File: src/rtl/exec_pkg.sv
// Shared opcodes, state encoding and width defaults for the execute/write-back stage.
// MUL_EN selects whether opcode 8 is a real multiply or a NOP.
package exec_pkg;

   localparam int DEF_DATA_W = 16;
   localparam int DEF_ADDR_W = 4;

   localparam logic [3:0] OP_ADD = 4'd0;
   localparam logic [3:0] OP_SUB = 4'd1;
   localparam logic [3:0] OP_AND = 4'd2;
   localparam logic [3:0] OP_OR  = 4'd3;
   localparam logic [3:0] OP_XOR = 4'd4;
   localparam logic [3:0] OP_SHL = 4'd5;
   localparam logic [3:0] OP_SHR = 4'd6;
   localparam logic [3:0] OP_LDI = 4'd7;
   localparam logic [3:0] OP_MUL = 4'd8;
   localparam logic [3:0] OP_CMP = 4'd9;

   typedef enum logic [1:0] {
      ST_IDLE = 2'd0,
      ST_EXEC = 2'd1,
      ST_MUL  = 2'd2,
      ST_WB   = 2'd3
   } state_t;

   // Ops whose flags settle at the end of EXEC (MUL settles later, NOPs never).
   function automatic logic is_alu_flag_op(input logic [3:0] op);
      return (op <= OP_LDI) || (op == OP_CMP);
   endfunction

   function automatic logic is_write_op(input logic [3:0] op);
`ifdef MUL_EN
      return op <= OP_MUL;
`else
      return op <= OP_LDI;
`endif
   endfunction

endpackage

File: src/rtl/exec_mul.sv
// Iterative shift-and-add multiplier, one partial product per cycle, low DATA_W bits kept.
// Only instantiated when MUL_EN is defined.
module exec_mul
   import exec_pkg::*;
#(
   parameter int DATA_W = DEF_DATA_W
) (
   input  logic              clk,
   input  logic              reset,
   input  logic              clear,
   input  logic              start,
   input  logic [DATA_W-1:0] op_a,
   input  logic [DATA_W-1:0] op_b,
   output logic [DATA_W-1:0] product,
   output logic              done
);

   localparam int CNT_W = $clog2(DATA_W);
   localparam logic [CNT_W-1:0] CNT_LAST = CNT_W'(DATA_W - 1);

   logic [DATA_W-1:0] mcand_r;
   logic [DATA_W-1:0] mplier_r;
   logic [DATA_W-1:0] acc_r;
   logic [CNT_W-1:0]  cnt_r;
   logic              run_r;
   logic [DATA_W-1:0] partial_s;

   // Partial product for the current multiplier bit.
   always_comb begin
      if (mplier_r[0]) begin
         partial_s = mcand_r;
      end else begin
         partial_s = '0;
      end
   end

   // product is already final during the last iteration so the caller can register it then.
   assign product = acc_r + partial_s;
   assign done    = run_r && (cnt_r == CNT_LAST);

   // Operand capture and iteration state.
   always_ff @(posedge clk or negedge reset) begin
      if (!reset) begin
         mcand_r  <= '0;
         mplier_r <= '0;
         acc_r    <= '0;
         cnt_r    <= '0;
         run_r    <= 1'b0;
      end else if (clear) begin
         cnt_r    <= '0;
         run_r    <= 1'b0;
      end else if (start) begin
         mcand_r  <= op_a;
         mplier_r <= op_b;
         acc_r    <= '0;
         cnt_r    <= '0;
         run_r    <= 1'b1;
      end else if (run_r) begin
         acc_r    <= product;
         mcand_r  <= mcand_r << 1'b1;
         mplier_r <= mplier_r >> 1'b1;
         if (done) begin
            cnt_r <= '0;
            run_r <= 1'b0;
         end else begin
            cnt_r <= cnt_r + CNT_W'(1);
         end
      end
   end

endmodule

File: src/rtl/exec_unit.sv
// Single-issue execute/write-back stage between issue and a 16x16 register file.
// MUL_EN builds the iterative multiplier; otherwise opcode 8 is a NOP.
module exec_unit
   import exec_pkg::*;
#(
   parameter int DATA_W = DEF_DATA_W,
   parameter int ADDR_W = DEF_ADDR_W
) (
   input  logic              clk,
   input  logic              reset,
   input  logic              clear,
   input  logic              instr_valid,
   output logic              instr_ready,
   input  logic [3:0]        instr_op,
   input  logic [ADDR_W-1:0] instr_rd,
   input  logic [ADDR_W-1:0] instr_ra,
   input  logic [ADDR_W-1:0] instr_rb,
   input  logic [7:0]        instr_imm,
   output logic [ADDR_W-1:0] rf_addr_a,
   output logic [ADDR_W-1:0] rf_addr_b,
   input  logic [DATA_W-1:0] rf_data_a,
   input  logic [DATA_W-1:0] rf_data_b,
   output logic              rf_we,
   output logic [ADDR_W-1:0] rf_waddr,
   output logic [DATA_W-1:0] rf_wdata,
   output logic              flag_z,
   output logic              flag_c,
   output logic              busy
);

   state_t            state_r;
   state_t            state_nx_s;
   logic [3:0]        op_r;
   logic [ADDR_W-1:0] rd_r;
   logic [ADDR_W-1:0] ra_r;
   logic [ADDR_W-1:0] rb_r;
   logic [7:0]        imm_r;
   logic [DATA_W-1:0] result_r;
   logic              flag_z_r;
   logic              flag_c_r;
   logic              accept_s;
   logic [DATA_W:0]   sum_s;
   logic [DATA_W:0]   diff_s;
   logic [DATA_W-1:0] alu_res_s;
   logic              alu_c_s;

   assign instr_ready = (state_r == ST_IDLE) && !clear;
   assign accept_s    = instr_valid && instr_ready;
   assign busy        = (state_r != ST_IDLE);
   assign rf_we       = (state_r == ST_WB) && is_write_op(op_r) && !clear;
   assign rf_waddr    = rd_r;
   assign rf_wdata    = result_r;
   assign rf_addr_a   = ra_r;
   assign rf_addr_b   = rb_r;
   assign flag_z      = flag_z_r;
   assign flag_c      = flag_c_r;

`ifdef MUL_EN
   logic              mul_start_s;
   logic [DATA_W-1:0] mul_prod_s;
   logic              mul_done_s;

   assign mul_start_s = (state_r == ST_EXEC) && (op_r == OP_MUL) && !clear;

   exec_mul #(.DATA_W(DATA_W)) u_mul (
      .clk     (clk),
      .reset   (reset),
      .clear   (clear),
      .start   (mul_start_s),
      .op_a    (rf_data_a),
      .op_b    (rf_data_b),
      .product (mul_prod_s),
      .done    (mul_done_s)
   );
`endif

   // Single-cycle ALU; the carry is bit DATA_W of the widened sum or the borrow of the difference.
   always_comb begin
      sum_s     = {1'b0, rf_data_a} + {1'b0, rf_data_b};
      diff_s    = {1'b0, rf_data_a} - {1'b0, rf_data_b};
      alu_res_s = '0;
      alu_c_s   = 1'b0;
      case (op_r)
         OP_ADD: begin
            alu_res_s = sum_s[DATA_W-1:0];
            alu_c_s   = sum_s[DATA_W];
         end
         OP_SUB, OP_CMP: begin
            alu_res_s = diff_s[DATA_W-1:0];
            alu_c_s   = diff_s[DATA_W];
         end
         OP_AND:  alu_res_s = rf_data_a & rf_data_b;
         OP_OR:   alu_res_s = rf_data_a | rf_data_b;
         OP_XOR:  alu_res_s = rf_data_a ^ rf_data_b;
         OP_SHL:  alu_res_s = rf_data_a << rf_data_b[3:0];
         OP_SHR:  alu_res_s = rf_data_a >> rf_data_b[3:0];
         OP_LDI:  alu_res_s = {{(DATA_W-8){1'b0}}, imm_r};
         default: begin
            alu_res_s = '0;
            alu_c_s   = 1'b0;
         end
      endcase
   end

   // State register.
   always_ff @(posedge clk or negedge reset) begin
      if (!reset) begin
         state_r <= ST_IDLE;
      end else begin
         state_r <= state_nx_s;
      end
   end

   // Next state; clear aborts any in-flight instruction back to IDLE.
   always_comb begin
      state_nx_s = state_r;
      case (state_r)
         ST_IDLE: begin
            if (accept_s) begin
               state_nx_s = ST_EXEC;
            end else begin
               state_nx_s = ST_IDLE;
            end
         end
         ST_EXEC: begin
            if (clear) begin
               state_nx_s = ST_IDLE;
`ifdef MUL_EN
            end else if (op_r == OP_MUL) begin
               state_nx_s = ST_MUL;
`endif
            end else begin
               state_nx_s = ST_WB;
            end
         end
`ifdef MUL_EN
         ST_MUL: begin
            if (clear) begin
               state_nx_s = ST_IDLE;
            end else if (mul_done_s) begin
               state_nx_s = ST_WB;
            end else begin
               state_nx_s = ST_MUL;
            end
         end
`endif
         ST_WB:   state_nx_s = ST_IDLE;
         default: state_nx_s = ST_IDLE;
      endcase
   end

   // Instruction latch, result and flags.
   always_ff @(posedge clk or negedge reset) begin
      if (!reset) begin
         op_r     <= '0;
         rd_r     <= '0;
         ra_r     <= '0;
         rb_r     <= '0;
         imm_r    <= '0;
         result_r <= '0;
         flag_z_r <= 1'b0;
         flag_c_r <= 1'b0;
      end else begin
         if (accept_s) begin
            op_r  <= instr_op;
            rd_r  <= instr_rd;
            ra_r  <= instr_ra;
            rb_r  <= instr_rb;
            imm_r <= instr_imm;
         end
         if ((state_r == ST_EXEC) && !clear && is_alu_flag_op(op_r)) begin
            flag_z_r <= (alu_res_s == '0);
            flag_c_r <= alu_c_s;
            if (op_r != OP_CMP) begin
               result_r <= alu_res_s;
            end
         end
`ifdef MUL_EN
         if ((state_r == ST_MUL) && !clear && mul_done_s) begin
            result_r <= mul_prod_s;
            flag_z_r <= (mul_prod_s == '0);
            flag_c_r <= 1'b0;
         end
`endif
      end
   end

endmodule
File: config.mk
export PLATFORM = sky130hd
export DESIGN_NAME = exec_unit
export DESIGN_NICKNAME = d
export VERILOG_FILES = /design/src/rtl/exec_pkg.sv /design/src/rtl/exec_mul.sv /design/src/rtl/exec_unit.sv
export SDC_FILE = /design/constraint.sdc
export NUM_CORES = 1
export LEC_CHECK = 0
export ABC_AREA = 1
export BUFFER_PORTS_ARGS = -buffer_cell sky130_fd_sc_hd__buf_2
export CAP_MARGIN = 20
export CORE_ASPECT_RATIO = 0.75
export CORE_MARGIN = 8
export CORE_UTILIZATION = 30
export DETAILED_ROUTE_END_ITERATION = 8
export PLACE_DENSITY = 0.53
export REMOVE_ABC_BUFFERS = 1
export SYNTH_ARGS = -nofsm -noshare
export SYNTH_HDL_FRONTEND = slang
export SYNTH_SLANG_ARGS = --single-unit
File: constraint.sdc
create_clock -name clk -period 1.46 [get_ports clk]
set_input_delay 0.073 -clock clk [delete_from_list [all_inputs] [get_ports clk]]
set_output_delay 0.073 -clock clk [all_outputs]
set_load 0.02 [all_outputs]
== Word-level counts from Yosys, hierarchy flattened ==
Index checks and enable logic that the tools add are counted.
Word-level totals
  flip-flop bits (word level): 44
  latch bits: 0
  RAM bits: 0
  bits in read-only memories: 0
  bits of input ports: 60
  memories kept: 0
Operators by class
  add/sub/neg operators: 2
  $mul: 0
  divide/modulo/power cells: 0
  order comparisons: 1
  equality and inequality tests: 11
  shift-type cells: 2
  mux-type cells: 5
  bitwise gates (word level): 3
  reduce and logical (&&, ||, !) cells: 14
Operators by type and width (count)
  16-bit case mux with 8 select lines: 1
  16-bit by 16-bit adder with 17-bit output: 1
  16-bit by 16-bit subtractor with 17-bit output: 1
  16-bit bitwise AND: 1
  4-bit by 3-bit equality test with 1-bit output (second input constant): 4
  16-bit logical NOT: 1
  16-bit OR: 1
  16-bit by 4-bit << shifter with 16-bit output: 1
  16-bit by 4-bit right shift with 16-bit output: 1
  16-bit XOR: 1
  4-bit by 2-bit equality test with 1-bit output (second input constant): 2
  1-bit logical AND: 6
  4-bit by 1-bit equality test with 1-bit output (second input constant): 1
  4-bit equality test (second input constant): 1
  4-bit by 3-bit less-or-equal comparator with 1-bit output (second input constant): 1
  4-bit logical NOT: 1
  4-bit inequality test (second input constant): 1
  2-bit case mux with 2 select lines: 1
  2-bit by 1-bit equality test with 1-bit output (second input constant): 1
  2-bit equality test (second input constant): 1
  2-bit logical NOT: 1
  2-bit 2-to-1 mux: 1
  1-bit case mux with 2 select lines: 1
  2-bit AND reduction: 1
  other kinds (5): 5

== Longest topological paths before layout ==
Gate-level depths: netlist of the first run.
  word-level depth: 5
  depth in mapped cells: 20

== Worst setup path before layout of the first run ==
No wires, ideal clock.
  path type: input port to flip-flop
  start: input port rf_data_b[2]
  end: register flag_z_r, in the netlist flag_z
  arrival time: 2081 ps
  setup slack: -686 ps
  stages: 19
  path buffers: 3
  path through: buf_2 -> clkinv_1 -> clkbuf_1 -> ha_1 -> buf_4 -> inv_1 -> a21oi_1 -> nand2_1 -> nand2_1 -> nand2_1 -> nand2_1 -> nand3_1 -> nand2_1 -> nor2_1 -> nor2_1 -> nand3_1 -> nor2_1 -> nand2_1 -> nand2_1
On the way
  cells in the longest elaborated chain, start to end: 3
  elaborated cells between the ends (all ways): 9
  those cells by class: add/sub: 2; shift: 2; mux: 1; bitwise: 3; reduce/logical: 1
Ends and longest elaborated chain
  from (decl): line exec_unit.sv:22  | input logic [DATA_W-1:0] rf_data_b,
  16-bit by 16-bit subtractor with 17-bit output (tied with other cells): line exec_unit.sv:80  | diff_s = {1'b0, rf_data_a} - {1'b0, rf_data_b};
  16-bit case mux with 8 select lines *: line exec_unit.sv:83  | case (op_r)
  16-bit logical NOT *: line exec_unit.sv:172  | flag_z_r <= (alu_res_s == '0);
  to (signal assigned): line exec_unit.sv:172
  to (decl): line exec_unit.sv:39  | logic flag_z_r;
Mark *: on every way between the ends. The rest lies on a longest branch, timed or not.
A chain may end at the register's enable or synchronous reset.

== Worst setup path in the final report of the first run ==
  start: register op_r[0]
  end: register flag_z_r, in the netlist flag_z
On the way
  cells in the longest elaborated chain, start to end: 4
  elaborated cells between the ends (all ways): 15
  those cells by class: order compare: 1; eq/ne: 8; mux: 1; reduce/logical: 5
Ends and longest elaborated chain
  from (decl): line exec_unit.sv:33  | logic [3:0] op_r;
  from (signal assigned): line exec_unit.sv:165  | op_r <= instr_op;
  4-bit equality test or 4-bit by 1-bit equality test with 1-bit output (tied branches): line exec_pkg.sv:28, exec_unit.sv:83
  2-bit OR reduction: line exec_unit.sv:83
  16-bit case mux with 8 select lines: line exec_unit.sv:83
  16-bit logical NOT: line exec_unit.sv:172
Parallel ways exist; a longest one is shown, timed or not.

==> results of run 1 <==
cells in the mapped netlist, drive strengths merged, types with 7 or more instances:
| master | n | area [um^2] |
|---|---|---|
| mux2 | 20 | 225.2 |
| nor2 | 115 | 461.7 |
| nor3 | 7 | 35.03 |
| ha | 52 | 650.6 |
| dfrtp | 44 | 1101 |
| o21ai | 27 | 135.1 |
| nand3 | 171 | 855.8 |
| nand2 | 360 | 1374 |
| buf | 31 | 183.9 |
| a21oi | 37 | 185.2 |
| inv | 131 | 494.2 |
| nand4 | 11 | 68.82 |
area by class of cell:
cell class	instances	area [um^2]
clock buffers	5	125.1
flip-flops and latches	44	1106
multi-input cells	818	4778
inverters	132	513.0
repair buffers	297	2166
fillers	2141	10350
repair inverters	2	15.01
clock inverters	2	12.51
well taps	253	316.6
per-stage QoR:
| stage | instance area [um^2] | total power, uW |
|---|---|---|
| finish | 9032 | 8034 |
| global route | 9032 | 8605 |
| CTS | 8686 | 7767 |
| detailed placement | 7994 | 6233 |
| global placement | 7994 | 6238 |
| floorplan | 5741 | 4070 |
cell usage in the layout, fill, tap and decap left out, types with 4 or more instances in the layout:
cell type,instances
a21oi_1,28
a21oi_2,9
buf_12,8
buf_2,87
buf_4,186
buf_6,13
clkbuf_16,5
clkinvlp_4,4
dfrtp_1,40
dfrtp_2,4
ha_1,39
ha_2,5
ha_4,8
inv_1,114
inv_2,11
inv_4,5
mux2_2,20
nand2_1,317
nand2_2,38
nand2_4,4
nand3_1,149
nand3_2,20
nand4_1,11
nor2_1,70
nor2_2,25
nor2_4,20
o21ai_0,8
o21ai_1,12
o21ai_2,7
metal layers:
layer	track usage, %	up-vias	share of wire, %
met3	3.565	22	7.2
met5	0	-	0.046
met4	4.489	2	1.3
met1	30.90	3489	49
li1	-	3814	-
met2	31.42	248	43
registers in the layout, summed over array words and instances (netlist names):
name and cells:
rf_addr_b 4, imm_r 8, rf_waddr 4, flag_z 1
rf_addr_a 4, flag_c 1, op_r 4, state_r 2
rf_wdata 16
power groups by stage:
stage	clock, uW	sequential (uW)	combinational (uW)
finish	1100	1910	5020
floorplan	0	2290	1780
CTS	1130	1890	4750
detailed placement	0	1890	4340
global placement	0	1900	4340
global route	1190	1980	5440
how the worst max path moves through the flow:
stage	cells after the start	to	from	slack, ns
final	14	flag_z$_DFFE_PN0P_	op_r[0]$_DFFE_PN0P_	-0.51
after global routing	16	flag_z$_DFFE_PN0P_	op_r[2]$_DFFE_PN0P_	-0.63
after CTS	16	flag_z$_DFFE_PN0P_	op_r[2]$_DFFE_PN0P_	-0.47
after detailed placement	15	flag_z$_DFFE_PN0P_	rf_data_b[1]	-1.03
after global placement	15	flag_z$_DFFE_PN0P_	rf_data_b[1]	-1.02
after floorplan	16	flag_z$_DFFE_PN0P_	rf_data_b[2]	-0.89
worst max-delay path: stages, from the launching register on:
cell	delay [ns]
dfrtp_2	0.46
nor2_4	0.26
nand2_4	0.12
nor2_4	0.18
buf_6	0.17
buf_6	0.10
nand3_2	0.08
nand2_2	0.09
nor2_4	0.05
nand3_2	0.11
nor2_1	0.06
nand2_1	0.06
nor2_1	0.04
nand2_1	0.06
nand2_1	0.04
logic make-up after synthesis:
| group | count (synthesis) | synth area share, % |
|---|---|---|
| xor+xnor | 1 | 0.1473 |
| fa+ha+maj | 54 | 11.61 |
| buf+inv | 169 | 11.85 |
| flops | 44 | 18.51 |
| simple gates | 671 | 47.78 |
| mux | 20 | 3.787 |
| compound gates | 72 | 6.312 |
repair_timing:
action	CTS	global route
endpoints found under the setup margin	18	19
cloned	0	2
endpoints found under the hold margin	19	0
hold buffers	2	0
pin swaps	36	42
buffers inserted	8	8
resized for setup	143	84
==> results.json, run 1 <==
{
  "status": "finished, violations left",
  "violations": "setup timing",
  "dp_hpwl_mm": 21.50,
  "grt_overflow": 0,
  "drt_iter0_markers": 661,
  "power.density_nw_per_um2": 889.5,
  "antenna_found_initial": 1,
  "synth.yosys.seq_area_share_pct": 18.51,
  "setup_viol": 18,
  "fin_skew_ns": 0.005194,
  "leakagePower_uw": 0.004915,
  "cts_num_sinks": 44,
  "io_pins": 93,
  "numCtsBuffers": 5,
  "comb_power_share_pct": 62.4,
  "routedWlPerCell_um": 16.89,
  "hold_violations": 0,
  "r2r_end": "flag_z$_DFFE_PN0P_",
  "cts_tree": "built",
  "yosysWarnings": 0,
  "clk_latency_ns": 0.29,
  "utilization_pct": 46.61,
  "drc_errors": 0,
  "clock_power_share_pct": 13.7,
  "hp-start": "instr_ra[0]",
  "maxCapViolations": 0,
  "reg2reg_depth": 14,
  "synthesis.area_um2": 5947,
  "p_sw_share_pct": 45.56,
  "grt_pass1_wl_mm": 39.92,
  "synth_area_per_cell_um2": 5.768,
  "die_h_um": 137.9,
  "drt-total-wl_mm": 26.23,
  "fin_ws_ns": -0.5090,
  "worst_setup_path_end_kind": "register",
  "drtAntennaViolNets": 0,
  "grt_util_all_layers_pct": 21.00,
  "htreeDepth": 2,
  "pwr-share-seq_pct": 23.8,
  "rows": 44,
  "die_w_um": 178.6,
  "power.switching_uw": 3660,
  "intPower_uw": 4374,
  "max_freq_mhz": 507.9,
  "maxSlewViolCount": 0,
  "min_period_ns": 1.969,
  "synth_edf_count": 0,
  "cts.clk_slew.worst_paths_ns": 0.06,
  "required_ns": 1.65,
  "fp.coreArea_um2": 19380,
  "drive_gt1_share_pct": 38.00,
  "clock-root-buffer": "clkbuf_16",
  "pre_cts_ws_ns": -1.031,
  "fin_crit_sh_pct": 134.9,
  "grt_max_degree": 34,
  "vias": 7575,
  "via_per_inst": 4.878,
  "clock_path_buffers": 2,
  "tns_ns": -6.076,
  "diodes": 0,
  "hold_path.class": "primary input to register",
  "hold_ws_ns": 0.008233,
  "min_path_cells": 2,
  "die-area_um2": 24630,
  "async_flop_share_pct": 100.0,
  "grt_pass1_vias": 7225,
  "worstSetupPathType": "register to register",
  "worst_ep_arrival_time_ns": 2.16,
  "ys_types": 32,
  "worstHoldEndpoint": "rf_addr_a[0]$_DFFE_PN0P_",
  "vdd_drop_max_mv": 0.8992,
  "nNetsFinal": 1414,
  "crit_path_max_fanout": 6,
  "initial_core_util_pct": 30.69,
  "critPathLaunchType": "register",
  "relSlewSlack_pct": 69.29,
  "synth_cells": 1031,
  "dp.cells": 1529,
  "tightest_slew_ns": 0.4606,
  "drt_pass1_iterations": 5,
  "rsz0062_at_grt": "yes",
  "place.gp.congestion": 0.9801,
  "synth_flop_cell": "dfrtp_1",
  "synth-seq-cells": 44,
  "stdcell_count": 1553,
  "r2r-start": "op_r[0]$_DFFE_PN0P_",
  "regToRegSetupSlack_ns": -0.51,
  "area_delta_synth_final_pct": 51.88,
  "io_buffer_count": 92
}
Power figures use the tool's default switching activity.
==> inputs of run 2 (changes only) <==
BUFFER_PORTS_ARGS = -buffer_cell sky130_fd_sc_hd__clkbuf_2   (was -buffer_cell sky130_fd_sc_hd__buf_2)
SKIP_CTS_REPAIR_TIMING = 1   (was unset)
==> run 2 against run 1 <==
  * The run still ends with setup timing left
  * Sequential share of layout area down 0.22 points
  * Sequential power about the same
  * Wire length rose by 0.65%
  * Clock skew is 0.0041 ns higher
  * Critical endpoint unchanged
  * Clock power rose by 23%
  * Sequential cell count is the same
  * Via count rose by 1.1%
  * Worst setup slack got worse by 0.045 ns
  * First-iteration DRC count decreased by 0.61%
  * Global-route usage decreased by 0.31 points
  * Critical path depth grew 1
  * Core utilization increased by 0.84 points
==> results.json, run 2 (synthesis results as in run 1) <==
{
  "status": "finished, violations left",
  "violations": "setup timing",
  "fin_area_um2": 9195,
  "hold_path.class": "primary input to register",
  "clk_latency_ns": 0.30,
  "min_path_cells": 2,
  "place.gp.congestion": 0.9499,
  "numCtsBuffers": 5,
  "fin_ws_ns": -0.5541,
  "dp.cells": 1539,
  "reg2reg_depth": 15,
  "routedWlPerCell_um": 16.89,
  "io_buffer_count": 92,
  "cts.clk_slew.worst_paths_ns": 0.07,
  "maxCapViolations": 0,
  "rsz0062_at_grt": "yes",
  "drive_gt1_share_pct": 39.24,
  "max_stage_delay_ns": 0.43,
  "dp_hpwl_mm": 21.59,
  "tightest_slew_ns": 0.4631,
  "drt-total-wl_mm": 26.40,
  "hold_ws_ns": 0.008933,
  "path_cells": "inv_2 -> buf_4 -> buf_4 -> nand2_2 -> inv_2 -> a21oi_2 -> nand3_2 -> nor2_4 -> buf_6 -> nand2_1 -> nor2_2 -> nand2_1 -> nor2_1 -> nand2_1 -> nand2_1",
  "diodes": 0,
  "gr-usage-met1_pct": 30.65,
  "area_delta_synth_final_pct": 54.62,
  "maxSlewViolCount": 0,
  "drtAntennaViolNets": 0,
  "setup_viol": 18,
  "mostFrequentLayoutCells": "nand2_1, buf_4, nand3_1",
  "leakagePower_uw": 0.005043,
  "clock-root-buffer": "clkbuf_16",
  "initial_core_util_pct": 30.69,
  "fin_skew_ns": 0.009275,
  "rows": 44,
  "worstSetupPathType": "register to register",
  "power.total_uw": 8482,
  "stdcell_count": 1563,
  "power.density_nw_per_um2": 922.4,
  "fp.coreArea_um2": 19380,
  "die_w_um": 178.6,
  "min_period_ns": 2.014,
  "grt_pass1_wl_mm": 39.45,
  "grt_pass1_vias": 7273,
  "slowest_stage": "dfrtp_2",
  "place_area_um2": 8056,
  "drt_iter0_markers": 657,
  "io_pins": 93,
  "vdd_drop_max_mv": 0.9204,
  "required_ns": 1.70,
  "worstSetupPathDepth": 15,
  "grt_util_all_layers_pct": 20.70,
  "grtUsageMet2_pct": 30.48,
  "antenna_found_initial": 0,
  "worst_setup_path_end_kind": "register",
  "htreeDepth": 2,
  "vias": 7661,
  "largest_register_ffs": 16,
  "crit_path_max_fanout": 4,
  "drc_errors": 0,
  "hold_violations": 0,
  "final_common_cell": "nand2_1",
  "worst_ep_arrival_time_ns": 2.25,
  "cpMostUsedCell": "nand2_1",
  "cts_num_sinks": 44,
  "nNetsFinal": 1423,
  "die-area_um2": 24630,
  "fin_crit_sh_pct": 137.9,
  "cp_top_family": "simple AND/OR/NAND/NOR gates",
  "clock_path_buffers": 2,
  "die_h_um": 137.9,
  "via_per_inst": 4.901,
  "grt_overflow": 0,
  "cts_tree": "built",
  "worst-path-buf-inv": 5,
  "grtUsageMet3_pct": 3.973,
  "grt_max_degree": 45,
  "grt.busiest_layer": "met1",
  "critPathLaunchType": "register",
  "fill_cells": 2062,
  "drt_pass1_iterations": 7,
  "max_freq_mhz": 496.5,
  "relSlewSlack_pct": 68.80
}
[run 2: cell types whose count changed in the layout (fill, tap and decap cells not counted), moves of 3 or more]
cell,before,now
buf_6,13,17
nor2_4,20,23
nand2_4,4,10
nor2_2,25,20
o21ai_0,8,11
buf_12,8,3
nand3_2,20,16
nand2_1,317,310
o21ai_1,12,8
nor3_2,2,5
buf_2,87,2
buf_4,186,195
clkbuf_2,0,86
[run 2: area by class of cell]
class	count	area (um^2)	area share (%)
clock buffers	6	138.9	1.510
clock inverters	2	38.79	0.4218
inverters	132	514.2	5.593
multi-input cells	818	4867	52.93
flip-flops and latches	44	1106	12.03
well taps	253	316.6	3.443
repair buffers	306	2198	23.91
repair inverters	2	15.01	0.1633
[run 2: layer usage]
metal  routed length, um  up-vias  share of wire, %
li1                    -     3826                 -
met1               12820     3580                49
met2               11250      225                43
met3                1882       30               7.1
met4                 439        0               1.7
met5                   0        -                 0
[run 2: path summary, 6_finish.rpt]
kind,startpoint,end,slack (ns)
setup reg to reg,op_r[2]$_DFFE_PN0P_,flag_z$_DFFE_PN0P_,-0.55
hold reg to reg,rf_wdata[1]$_DFFE_PN0P_,rf_wdata[1]$_DFFE_PN0P_,0.48
setup / recovery,op_r[2]$_DFFE_PN0P_,flag_z$_DFFE_PN0P_,-0.55
min in group asynchronous,reset,rf_addr_a[0]$_DFFE_PN0P_,0.29
max in group asynchronous,reset,op_r[0]$_DFFE_PN0P_,0.93
hold / removal,instr_rb[1],rf_addr_b[1]$_DFFE_PN0P_,0.009
[run 2: where the power goes]
part           switching (uW)  internal [uW]  leakage, uW
Clock                     496            857    0.0000871
Combinational            3000           2200      0.00442
Sequential                285           1650     0.000537
[run 2: per-stage QoR]
step / setup slack (ns) / util [%] / TNS [ns]
after floorplan: -0.8932 / - / -24.24
after global placement: -0.8952 / 41.57 / -11.63
after detailed placement: -0.9045 / 41.57 / -12.06
after CTS: -0.7565 / 42.49 / -10.06
after global routing: -0.6527 / 47.45 / -8.002
final: -0.5541 / 47.45 / -6.437
==> inputs of run 3 (changes only) <==
ABC_AREA = unset   (was 1)
PLACE_DENSITY = 0.54   (was 0.53)
==> run 3 against run 2 <==
  * Sequential cell count unchanged
  * Highest routed layer unchanged
  * First-iteration DRC count up 2.4%
  * Wire length down 11%
  * The run ends with hold timing, setup timing left
==> results.json, run 3 <==
{
  "yosysWarnings": 0,
  "regToRegSetupSlack_ns": -1.39,
  "seqCellArea_um2": 1106,
  "fp.coreArea_um2": 18450,
  "clk_latency_ns": 0.29,
  "async_flop_share_pct": 100.0,
  "tightest_slew_ns": 0.6096,
  "place.gp.congestion": 0.9777,
  "die_h_um": 134.7,
  "rsz0062_at_grt": "yes",
  "drt-total-wl_mm": 23.44,
  "maxSlewViolCount": 0,
  "tns_ns": -19.89,
  "nNetsFinal": 1084,
  "cp_top_family": "simple AND/OR/NAND/NOR gates",
  "grt_pass1_vias": 6186,
  "path_cells": "buf_4 -> and3_1 -> a211o_1 -> a32oi_1 -> o22ai_2 -> or3_4 -> nor4_2 -> nand4_1 -> or4_1 -> o22ai_2",
  "synth_most_common_cell": "nor2_1",
  "worst-path-buf-inv": 1,
  "relSlewSlack_pct": 59.19,
  "dp_hpwl_mm": 18.25,
  "hold_path.class": "primary input to register",
  "htreeDepth": 2,
  "vdd_drop_max_mv": 0.7305,
  "violations": "hold timing, setup timing",
  "leakagePower_uw": 0.004249,
  "drt_iter0_markers": 673,
  "die-area_um2": 23480,
  "cpMostUsedCell": "o22ai_2",
  "synth_area_per_cell_um2": 8.440,
  "synth_flop_cell": "dfrtp_1",
  "clock-root-buffer": "clkbuf_16",
  "grt_max_degree": 45,
  "synth_top_area_share_pct": 19.53,
  "drive_gt1_share_pct": 51.80,
  "cts_tree": "built",
  "reg2reg_depth": 10,
  "fin_ws_ns": -1.391,
  "crit_path_max_fanout": 12,
  "min_period_ns": 2.851,
  "yosysTopAreaCell": "dfrtp_1",
  "mostFrequentLayoutCells": "buf_4, clkbuf_2, nor2_1",
  "min_path_cells": 3,
  "hold_violations": 1,
  "grt_util_all_layers_pct": 18.13,
  "max_freq_mhz": 350.7,
  "fin_crit_sh_pct": 195.3,
  "via_per_inst": 5.364,
  "worstHoldEndpoint": "op_r[2]$_DFFE_PN0P_",
  "worst_ep_arrival_time_ns": 3.07,
  "fin_skew_ns": 0.008941,
  "numCtsBuffers": 5,
  "synth_cells": 668,
  "hp-start": "instr_op[2]",
  "max_stage_delay_ns": 0.46,
  "power.density_nw_per_um2": 1014,
  "worstSetupPathType": "register to register",
  "slowest_stage": "dfrtp_2",
  "antenna_found_initial": 1,
  "final_common_cell": "buf_4",
  "synthesis.area_um2": 5638,
  "drtAntennaViolNets": 0,
  "r2r-start": "op_r[2]$_DFFE_PN0P_",
  "maxCapViolations": 0,
  "status": "finished, violations left",
  "ys_types": 85,
  "synth-seq-cells": 44,
  "rows": 43,
  "critPathLaunchType": "register",
  "worst_setup_path_end_kind": "register",
  "io_pins": 93,
  "fill_cells": 1781,
  "drt_pass1_iterations": 8,
  "initial_core_util_pct": 30.55,
  "largest_register_ffs": 16,
  "required_ns": 1.68,
  "hold_ws_ns": -0.001288,
  "grt_overflow": 0,
  "clock_path_buffers": 2,
  "grt_pass1_wl_mm": 34.13,
  "multiInputGateArea_um2": 4656,
  "drc_errors": 0,
  "synth.yosys.seq_area_share_pct": 19.53,
  "cts_num_sinks": 44,
  "routedWlPerCell_um": 19.23,
  "io_buffer_count": 92,
  "setup_viol": 43,
  "cts.clk_slew.worst_paths_ns": 0.07,
  "synth_edf_count": 0,
  "synth_common_cells": "nor2_1, ha_1, a21oi_1",
  "r2r_end": "flag_z$_DFFE_PN0P_",
  "ys_top_cells_by_area": "dfrtp_1, ha_1, mux4_2, mux2_2, nor2_1",
  "die_w_um": 174.3,
  "vias": 6539,
  "pre_cts_ws_ns": -1.659,
  "area_delta_synth_final_pct": 60.76
}
run 3: cell count changes after synthesis, sizes merged, moves of 9 or more:
cell    delta
mux4      +18
nand2    -320
nor2b      +9
inv       -78
nor2      -39
a211oi    +11
nand3    -157
mux2i     +18
mux2      +15
a21oi     +14
nor3      +13
clkbuf    +14
run 3: worst min-delay path: cells and delay by family:
family,cells,cell delay [ns]
AO/OA/AOI/OAI,1,0.05
AND/OR/NAND/NOR,1,0.05
buffers and inverters,1,0.08
run 3: worst max path at each step:
stage               depth (start not counted)                 end           startpoint
floorplan                                   9  flag_z$_DFFE_PN0P_  op_r[0]$_DFFE_PN0P_
global placement                           12  flag_z$_DFFE_PN0P_         rf_data_a[1]
detailed placement                         12  flag_z$_DFFE_PN0P_         rf_data_b[0]
CTS                                        10  flag_z$_DFFE_PN0P_  op_r[2]$_DFFE_PN0P_
global route                               11  flag_z$_DFFE_PN0P_  op_r[2]$_DFFE_PN0P_
finish                                     10  flag_z$_DFFE_PN0P_  op_r[2]$_DFFE_PN0P_
run 3: layout make-up:
cell class,count,share of cell area (%)
multi-input cells,525,51.37
repair buffers,341,28.62
flip-flops and latches,44,12.20
well taps,247,3.410
inverters,53,2.416
clock buffers,6,1.532
clock inverters,2,0.4279
diodes,1,0.02761
run 3: layer usage:
metal / up-vias / track usage [%] / share of wire [%]
met4: 0 / 2.274 / 0.81
met2: 290 / 26.91 / 43
met3: 15 / 4.770 / 7.9
met5: - / 0 / 0
met1: 3152 / 26.34 / 49
li1: 3082 / - / -
run 3: power by group:
part / total, uW / internal [uW] / leakage (uW) / switching [uW]
clock: 1350 / 857 / 0.0000871 / 488
sequential: 1960 / 1650 / 0.000517 / 306
combinational: 5890 / 2840 / 0.00364 / 3050
run 3: kinds of logic (layout without fill, tap and decap cells):
kind of cell	count (synthesis)	in the layout	share of synthesized area (%)
fa+ha+maj	54	54	12.25
other cells	0	1	0
buf+inv	99	402	8.633
mux	71	71	17.38
flops	44	44	19.53
compound gates	182	182	22.70
xor+xnor	5	5	0.7767
simple gates	213	213	18.73
run 3: per-stage QoR:
stage / power [uW] / instance area (um^2) / std cells / utilization (%)
after floorplan: 4353 / 5350 / 622 / -
after global placement: 6947 / 7875 / 1187 / 42.67
after detailed placement: 6967 / 7875 / 1187 / 42.67
after CTS: 8344 / 8053 / 1195 / 43.64
after global routing: 9728 / 9064 / 1219 / 49.12
final: 9194 / 9064 / 1219 / 49.12
